==> src/rtl/if_bus_if_pkg.sv <==
// Shared types and widths for the instruction-fetch bus interface.
// Latency: none (declarations only).
// Backpressure: n/a.
package if_bus_if_pkg;

   localparam int INST_ADDR_W  = 32;
   localparam int INST_W       = 32;
   localparam int STALL_W      = 6;
   localparam int STALL_IF_BIT = 1;

   localparam logic [INST_W-1:0] ZERO_WORD = '0;

   // IDLE waits for a PC, BUSY owns the bus, HOLD parks a fetched word while the pipe is stalled
   typedef enum logic [1:0] {
      IF_IDLE = 2'b00,
      IF_BUSY = 2'b01,
      IF_HOLD = 2'b10
   } if_state_e;

endpackage

==> src/rtl/if_bus_if_if.sv <==
// Request/acknowledge instruction memory bus between the fetch unit and memory.
// Latency: none (wires only).
// Backpressure: memory stretches a transaction by withholding bus_ack_i.
interface if_bus_if_if;
   import if_bus_if_pkg::*;

   logic                   bus_req_o;
   logic [INST_ADDR_W-1:0] bus_addr_o;
   logic                   bus_ack_i;
   logic [INST_W-1:0]      bus_data_i;

   // fetch side issues requests
   modport master (
      output bus_req_o,
      output bus_addr_o,
      input  bus_ack_i,
      input  bus_data_i
   );

   // memory side answers them
   modport slave (
      input  bus_req_o,
      input  bus_addr_o,
      output bus_ack_i,
      output bus_data_i
   );

endinterface

==> src/rtl/if_bus_if.sv <==
// Turns each fetch PC into a memory bus transaction and stalls the core until it returns.
// Latency: 2 cycles per fetch with a zero-wait memory, N+2 with N wait states.
// Backpressure: stallreq_o held while waiting; a returned word is parked while stall_i[1] is high.
module if_bus_if
   import if_bus_if_pkg::*;
#(
   parameter int TIMEOUT = 255
) (
   input  logic                   clk,
   input  logic                   rst,
   input  logic [INST_ADDR_W-1:0] cpu_addr_i,
   input  logic                   cpu_ce_i,
   input  logic [STALL_W-1:0]     stall_i,
   output logic [INST_W-1:0]      cpu_data_o,
   output logic                   stallreq_o,
   if_bus_if_if.master            bus,
   output logic                   fetch_err_o
);

   localparam int            CW       = $clog2(TIMEOUT + 1);
   localparam logic [CW-1:0] CNT_LAST = CW'(TIMEOUT - 1);

   if_state_e              state_q, state_d;
   logic                   req_q, req_d;
   logic [INST_ADDR_W-1:0] addr_q, addr_d;
   logic [INST_W-1:0]      buf_q, buf_d;
   logic [CW-1:0]          cnt_q, cnt_d;
   logic                   err_q, err_d;
   logic                   fetch_held;

   // only the fetch-stage bit of the stall vector matters here
   logic unused_stall;
   assign unused_stall = ^{stall_i[STALL_W-1:STALL_IF_BIT+1], stall_i[STALL_IF_BIT-1:0]};
   assign fetch_held   = stall_i[STALL_IF_BIT];

   assign bus.bus_req_o  = req_q;
   assign bus.bus_addr_o = addr_q;
   assign fetch_err_o    = err_q;

   // state and bus registers; reset drops the request without waiting for a clock
   always_ff @(posedge clk or negedge rst) begin
      if (!rst) begin
         state_q <= IF_IDLE;
         req_q   <= 1'b0;
         addr_q  <= '0;
         buf_q   <= ZERO_WORD;
         cnt_q   <= '0;
         err_q   <= 1'b0;
      end else begin
         state_q <= state_d;
         req_q   <= req_d;
         addr_q  <= addr_d;
         buf_q   <= buf_d;
         cnt_q   <= cnt_d;
         err_q   <= err_d;
      end
   end

   // next state and core-facing outputs; stallreq_o never looks at stall_i so ctrl sees no loop
   always_comb begin
      state_d    = state_q;
      req_d      = req_q;
      addr_d     = addr_q;
      buf_d      = buf_q;
      cnt_d      = cnt_q;
      err_d      = 1'b0;
      stallreq_o = 1'b0;
      cpu_data_o = ZERO_WORD;

      case (state_q)
         IF_IDLE: begin
            if (cpu_ce_i) begin
               req_d      = 1'b1;
               addr_d     = cpu_addr_i;
               cnt_d      = '0;
               state_d    = IF_BUSY;
               stallreq_o = 1'b1;
            end
         end
         IF_BUSY: begin
            if (bus.bus_ack_i) begin
               // ack wins over a timeout landing in the same cycle
               req_d   = 1'b0;
               buf_d   = bus.bus_data_i;
               state_d = (cpu_ce_i && fetch_held) ? IF_HOLD : IF_IDLE;
               if (cpu_ce_i) begin
                  cpu_data_o = bus.bus_data_i;
               end
            end else if (cnt_q == CNT_LAST) begin
               // abandon the bus and hand the core a NOP
               req_d   = 1'b0;
               buf_d   = ZERO_WORD;
               err_d   = 1'b1;
               state_d = (cpu_ce_i && fetch_held) ? IF_HOLD : IF_IDLE;
            end else begin
               stallreq_o = 1'b1;
               cnt_d      = cnt_q + CW'(1);
            end
         end
         IF_HOLD: begin
            cpu_data_o = buf_q;
            if (!fetch_held) begin
               state_d = IF_IDLE;
            end
         end
         default: begin
            state_d = IF_IDLE;
         end
      endcase

      // while reset is held the block presents nothing to the core
      if (!rst) begin
         stallreq_o = 1'b0;
         cpu_data_o = ZERO_WORD;
      end
   end

endmodule

==> src/flat_wrapper.sv <==
// flat-port wrapper written by rule: the top's interface ports become plain ports
module if_bus_if_flat import if_bus_if_pkg::*;
#(
   parameter int TIMEOUT = 255
)
  (clk, rst, cpu_addr_i, cpu_ce_i, stall_i, cpu_data_o, stallreq_o, fetch_err_o, bus_bus_req_o, bus_bus_addr_o, bus_bus_ack_i, bus_bus_data_i);
  if_bus_if_if bus_i ();
  input  logic clk;
  input  logic rst;
  input  logic [INST_ADDR_W-1:0] cpu_addr_i;
  input  logic cpu_ce_i;
  input  logic [STALL_W-1:0] stall_i;
  output logic [INST_W-1:0] cpu_data_o;
  output logic stallreq_o;
  output logic fetch_err_o;
  output wire logic [$bits(bus_i.bus_req_o)-1:0] bus_bus_req_o;
  output wire logic [$bits(bus_i.bus_addr_o)-1:0] bus_bus_addr_o;
  input wire logic [$bits(bus_i.bus_ack_i)-1:0] bus_bus_ack_i;
  input wire logic [$bits(bus_i.bus_data_i)-1:0] bus_bus_data_i;
  assign bus_bus_req_o = bus_i.bus_req_o;
  assign bus_bus_addr_o = bus_i.bus_addr_o;
  assign bus_i.bus_ack_i = bus_bus_ack_i;
  assign bus_i.bus_data_i = bus_bus_data_i;
  if_bus_if #(.TIMEOUT(TIMEOUT)) u_core (.clk(clk), .rst(rst), .cpu_addr_i(cpu_addr_i), .cpu_ce_i(cpu_ce_i), .stall_i(stall_i), .cpu_data_o(cpu_data_o), .stallreq_o(stallreq_o), .bus(bus_i), .fetch_err_o(fetch_err_o));
endmodule
==> config.mk <==
export PLATFORM = sky130hd
export DESIGN_NAME = if_bus_if_flat
export DESIGN_NICKNAME = d
export VERILOG_FILES = /design/src/rtl/if_bus_if_pkg.sv /design/src/rtl/if_bus_if_if.sv /design/src/rtl/if_bus_if.sv /design/src/flat_wrapper.sv
export SDC_FILE = /design/constraint.sdc
export NUM_CORES = 1
export LEC_CHECK = 0
export CAP_MARGIN = 15
export CORE_ASPECT_RATIO = 0.7
export CORE_MARGIN = 4
export CORE_UTILIZATION = 47
export DETAILED_ROUTE_END_ITERATION = 12
export PLACE_DENSITY = 0.95
export SKIP_LAST_GASP = 1
export SYNTH_ARGS = -nofsm -noshare
export SYNTH_HDL_FRONTEND = slang
export SYNTH_SLANG_ARGS = --single-unit
==> constraint.sdc <==
create_clock -name clk -period 3.9 [get_ports clk]
set_input_delay 0.975 -clock clk [delete_from_list [all_inputs] [get_ports clk]]
set_output_delay 0.975 -clock clk [all_outputs]
set_load 0.02 [all_outputs]
==> impl_results.md, run 1 <==
- Crit Path Max Fanout: 32
- Worst vdd rail ir drop: between 0.4 and 0.5 mV
- Root Driver: clkbuf_8
- Bufs on Longest Clock Path: 2
- Avg Cell Area, Syn: 11.6 um2
- Worst hold slack: 0.503 ns
- Number of nets in the layout: 510
- Yosys reg bits: 76
- Sink Count: between 70 and 80
- Area grow syn2layout: 47.2%
- Core Region: about 7000 um2
- Via-per-instance ratio: 5.55
- RSZ-0062 raised after global routing: false
- Placed Cells: just over 500
- Worst-Margin Slew: 0.912 ns
- Setup crit end kind: output port
- Post-synth top area share: 0.546
- Sequential share of the synthesized area: 0.546
- # DRC: 0
- CP Class: in -> out
- Ant. Diodes: 0
- Final min period: 3.77 ns
- Post-Syn Nets: approximately 380
- Synth Flop Type: dfrtp_1
- Cell Pwr Density: ~740 nW/um2
- DR iter-0 viols: 245
- H-tree lvl count: 3
- Largest cells by area after synthesis: dfrtp_1 55%, mux2_2 11%, a22o_1 8.6%, a22oi_1 6.9%, nor2_1 3.9%
- R2r startpoint: u_core.state_q[1]$_DFFE_PN0P_
- CP arrival: 2.80 ns
- Layout cell share with drive strength beyond 1: 0.136
- Leading area contributor after synthesis: dfrtp_1
- Lkg Pwr: between 2 and 2.5 nW
- Count leader, synth: dfrtp_1
- CP cell instances: clkdlybuf4s50_1 > and3_1 > buf_12 > a22oi_1 > nor2_1 > clkdlybuf4s50_1
- Die Width: between 100 and 150 um
- CP max stage cell: clkdlybuf4s50_1
- Largest net degree at the start of global routing: slightly below 80
- Max-Cap Viols: 0
- Die height: 80 um
- Routed length per instance: 18.0 um
- TritonCTS clock tree: done
- Gr ovfl total: 0
- Hold Buf Count CTS: 0
- Worst endpoint required time: 2.92 ns
- Vias post-DR: 2929
- Initial antenna violation count: 0
- Row cnt: 25
- Worst setup SP type: primary input
- Util after Layout: 0.735
- Vias in the first global route: 3034
- Io pins: approximately 140
- CP Buf/Inv Count: 3
- Fmax: 265 MHz
- Worst hold path class: reg -> reg
- Warning count from the yosys run: 0
- Clk Latency, worst-skew pair: 0.34 ns
- PortBufs: 135
- Max Slew Vio Count: 0
- Setup crit start: bus_bus_ack_i
- Status: complete, no violations
- Synth Instances: 301
- Post-synth EDFFs: 0
- Final Instance Count excl. Fillers: 528
- Starting Density: 0.499
- Slew margin rel.: 0.392
- Final Cycle Share: 0.967
- Setup repair bufs after CTS: 0
- Final wirelength: 9.52 mm
- Clock transition at the registers of the reported paths: around 0.07 ns
- Setup TNS: 0 ns
- DIE AREA: 8870 um2
- Commonest cells post-synth: 76 x dfrtp_1, 36 x nor2_1, 34 x a22o_1
- Total CTS buffers: 9
- Synth cell types: 31
- Final Hold Viols: 0
- Synthesized area: 3480 um2
- First-pass GRT wire length: 15.4 mm
- Antenna viol nets, final: 0
- Crit-path max cell delay: 0.62 ns
- Total GRT Usage: 0.217
- GP Congestion: 0.802
- FFs w/ async S/R, synth: 1.00
- DP HPWL: 6.67 mm
- Clk_skew: about 0.0077 ns
- TritonRoute pass-1 iters: 5
- Crit path max-delay family: buffers and inverters
- # fillers: about 460
- Min-delay src: u_core.buf_q[19]$_DFFE_PN0P_
- Final setup vio count: 0
- Most used cell along the critical path: clkdlybuf4s50_1
- Post-CTS Resized: 0
sequential cells by signal, summed over array words and instances, names as in the netlist:
register,cells
u_core.state_q,2
u_core.bus.bus_addr_o,32
u_core.bus.bus_req_o,1
u_core.fetch_err_o,1
u_core.buf_q,32
u_core.cnt_q,8
per-stage QoR:
| stage | cell area, um2 | setup slack (ns) | power, W |
|---|---|---|---|
| 3_5_place_dp | 4910 | 0.126 | 0.00314 |
| 5_1_grt | 5120 | 0.0422 | 0.00401 |
| 4_1_cts | 5120 | 0.119 | 0.00381 |
| 6_report | 5120 | 0.128 | 0.00378 |
| 3_3_place_gp | 4910 | 0.135 | 0.00305 |
| 2_1_floorplan | 3480 | 0.986 | 0.00240 |
area by class of cell:
class	count	area, um2	share of cell area
sequential	76	1900	0.371
inverter	5	18.8	0.00366
clock inverter	6	88.8	0.0173
clock buffer	9	124	0.0242
timing repair buffer	142	1410	0.276
tap	94	118	0.0230
multi-input combinational	196	1460	0.285
logic make-up (layout without fill, tap and decap cells):
logic type	count (synthesis)	after routing	synth area share
buffers and inverters	29	162	0.0356
AND/OR/NAND/NOR	71	71	0.0938
multiplexers	34	34	0.110
flip-flops	76	76	0.546
AO/OA/AOI/OAI	85	85	0.193
adder cells (fa/ha/maj)	6	6	0.0216
routing by layer:
layer	vias up	part of all wire	GRT usage
met3	10	0.13	0.115
li1	1357	-	-
met4	0	0.0098	0.0603
met5	-	0	0
met1	1426	0.39	0.268
met2	136	0.47	0.332
layout by cell type, fill, tap and decap left out:
| master | n |
|---|---|
| nand3_1 | 7 |
| a22oi_1 | 32 |
| nand2_1 | 11 |
| bufinv_16 | 2 |
| dfrtp_1 | 76 |
| mux2_2 | 33 |
| clkinv_2 | 1 |
| and2_4 | 1 |
| clkinvlp_4 | 2 |
| buf_4 | 7 |
| and4_1 | 1 |
| o21ai_0 | 10 |
| a222oi_1 | 1 |
| a21boi_0 | 1 |
| and3_1 | 4 |
| or2_1 | 1 |
| a211o_4 | 1 |
| o311ai_1 | 2 |
| nand3b_1 | 1 |
| ha_1 | 6 |
| a22o_1 | 34 |
| o221ai_1 | 2 |
| a211o_1 | 1 |
| nand2b_1 | 5 |
| inv_1 | 5 |
| nor4bb_1 | 1 |
| and2_1 | 1 |
| o21ai_2 | 1 |
| clkbuf_8 | 9 |
| inv_6 | 1 |
| nor3_1 | 1 |
| nor2_1 | 36 |
| clkdlybuf4s50_1 | 134 |
| nor2b_1 | 1 |
| mux2i_1 | 1 |
| buf_12 | 1 |
path summary, 6_finish.rpt:
check                                                             end  slack [ns]  depth (start not counted)
worst max-delay path                                    cpu_data_o[7]        0.13                          6
worst min-delay path                     u_core.buf_q[19]$_DFFE_PN0P_        0.50                          1
worst max register to register            u_core.cnt_q[7]$_DFFE_PN0P_        1.60                          7
worst min register to register           u_core.buf_q[19]$_DFFE_PN0P_        0.50                          1
max in group asynchronous       u_core.bus.bus_addr_o[30]$_DFFE_PN0N_        2.42                          2
min in group asynchronous                 u_core.buf_q[7]$_DFFE_PN0P_        0.89                          2
where the power goes:
part | internal [W] | leakage, nW | switching [W]
Combinational | 0.000875 | 1.09 | 0.000877
Clock | 0.000358 | 0.102 | 0.000289
Sequential | 0.00115 | 0.932 | 0.000225
Total | 0.00239 | 2.12 | 0.00139
No activity file was read; power rests on OpenSTA's default activity.
==> run 2, diff against run 1 <==
PLACE_DENSITY = 0.86   (was 0.95)
==> impl_results.md, run 2 (synthesized netlist as in run 1, its figures left out) <==
- Worst r2r path cells: 7
- Reg power frac: 0.365
- Status: complete, no violations
- Io pins: 141
- Antenna viol nets, final: 0
- Final Hold Viols: 0
- Worst hold path class: reg -> reg
- Lkg Pwr: 2.12 nW
- Slew margin rel.: 0.380
- Worst hold slack: approximately 0.5 ns
- Die Width: 111 um
- Via-per-instance ratio: about 5.5
- Hold Path End: u_core.buf_q[26]$_DFFE_PN0P_
- CP arrival: 2.82 ns
- Clock transition at the registers of the reported paths: ~0.070 ns
- Final min period: 3.79 ns
- Clock share of power: 0.168
- Setup crit end kind: output port
- Ant. Diodes: 0
- Worst setup SP type: primary input
- Initial antenna violation count: 0
- Setup TNS: 0 ns
- First-pass GRT wire length: around 15 mm
- H-tree lvl count: 3
- Most used cell along the critical path: clkdlybuf4s50_1
- Routed length per instance: 17.5 um
- CP max stage cell: clkdlybuf4s50_1
- Final setup margin: around 0.11 ns
- Die height: 80 um
- Setup repair bufs after CTS: 0
- Flop2flop setup slack: 1.58 ns
- Sink Count: 76
- Row cnt: 25
- Post-CTS Resized: 0
- Combinational share of power: 0.467
- Worst slack at placement: 0.111 ns
- Clk_skew: 0.00857 ns
- Total GRT Usage: 0.217
- # DRC: 0
- R2r startpoint: u_core.state_q[1]$_DFFE_PN0P_
- Gr ovfl total: 0
- Worst endpoint required time: about 2.9 ns
- TritonCTS clock tree: done
- CP Class: in -> out
- Commonest non-fill, non-tap cell in the layout: clkdlybuf4s50_1
- Net Switching: 0.00137 W
- Hold Buf Count CTS: 0
- Crit path max-delay family: buffers and inverters
- Final Cycle Share: 0.972
- TritonRoute pass-1 iters: 5
- Crit Path Max Fanout: 32
- Cell Pwr Density: 733 nW/um2
- Worst vdd rail ir drop: approximately 0.44 mV
- Final setup vio count: 0
- Commonest cells after routing, fill and taps aside: 134 x clkdlybuf4s50_1, 76 x dfrtp_1, 36 x nor2_1, 34 x a22o_1, 33 x mux2_2
- Layout cell share with drive strength beyond 1: 0.134
- Worst-Margin Slew: ~0.93 ns
- Hold depth: 1
- Reg2reg end: u_core.cnt_q[7]$_DFFE_PN0P_
- DP HPWL: around 6.4 mm
- PortBufs: 135
- Max Slew Vio Count: 0
- Clk Latency, worst-skew pair: approximately 0.32 ns
- Largest net degree at the start of global routing: 77
- Root Driver: clkbuf_8
- Max-Cap Viols: 0
- Vias post-DR: between 2000 and 3000
- Number of nets in the layout: 510
- Internal: about 0.0024 W
- DR iter-0 viols: roughly 260
- Fmax: ~260 MHz
- CP Buf/Inv Count: 3
- Starting Density: 0.499
- Final wirelength: 9.22 mm
- CP cell instances: clkdlybuf4s50_1 > and3_1 > buf_12 > a22oi_1 > nor2_1 > clkdlybuf4s50_1
- Core Region: 6980 um2
- Total CTS buffers: 9
- RSZ-0062 raised after global routing: false
- Bufs on Longest Clock Path: 2
- Area grow syn2layout: 47.0%
- Min-delay src: u_core.buf_q[26]$_DFFE_PN0P_
- Sw frac: 0.364
- Crit-path max cell delay: approximately 0.63 ns
- DIE AREA: approximately 9000 um2
- GP Congestion: 0.828
- Vias in the first global route: 2996
run 2: cell types whose count changed in the layout (fill, tap and decap cells not counted), sizes merged:
cell | previous run | this run
clkbuf | 9 | 10
clkinvlp | 2 | 1
inv | 6 | 5
clkinv | 1 | 2
run 2: how the worst max path moves through the flow:
stage	start	to	slack, ns	cells after the start
floorplan	bus_bus_ack_i	cpu_data_o[10]	0.99	5
global placement	bus_bus_ack_i	cpu_data_o[9]	0.15	6
detailed placement	bus_bus_ack_i	cpu_data_o[25]	0.11	6
CTS	bus_bus_ack_i	cpu_data_o[25]	0.10	6
global route	bus_bus_ack_i	cpu_data_o[9]	0.01	6
finish	bus_bus_ack_i	cpu_data_o[25]	0.11	6
run 2: power by group through the flow:
stage / Combinational [W] / Sequential [W] / Clock [W]
2_1_floorplan: 0.000850 / 0.00155 / 0
3_5_place_dp: 0.00176 / 0.00137 / 0
3_3_place_gp: 0.00171 / 0.00135 / 0
4_1_cts: 0.00178 / 0.00136 / 0.000647
6_report: 0.00175 / 0.00137 / 0.000630
5_1_grt: 0.00190 / 0.00141 / 0.000687
run 2: cell type report:
type,count,area (um2)
clock inverters,5,77.6
fillers,489,1860
inverters,5,18.8
clock buffers,10,128
repair buffers,142,1410
multi-input cells,196,1460
flip-flops and latches,76,1900
well taps,94,118
run 2: through the flow:
stage               cells   util  area, um2  power, W
global placement      513  0.704       4910   0.00306
detailed placement    513  0.704       4910   0.00313
global route          528  0.733       5120   0.00400
CTS                   528  0.733       5120   0.00379
finish                528  0.733       5120   0.00375
floorplan             301      -       3480   0.00240
run 2: routing by layer:
metal	GRT usage	routed length, um	vias to the layer above
li1	-	-	1362
met1	0.286	3940	1440
met2	0.327	4180	122
met3	0.108	1060	4
met4	0.0369	40	0
met5	0	0	-
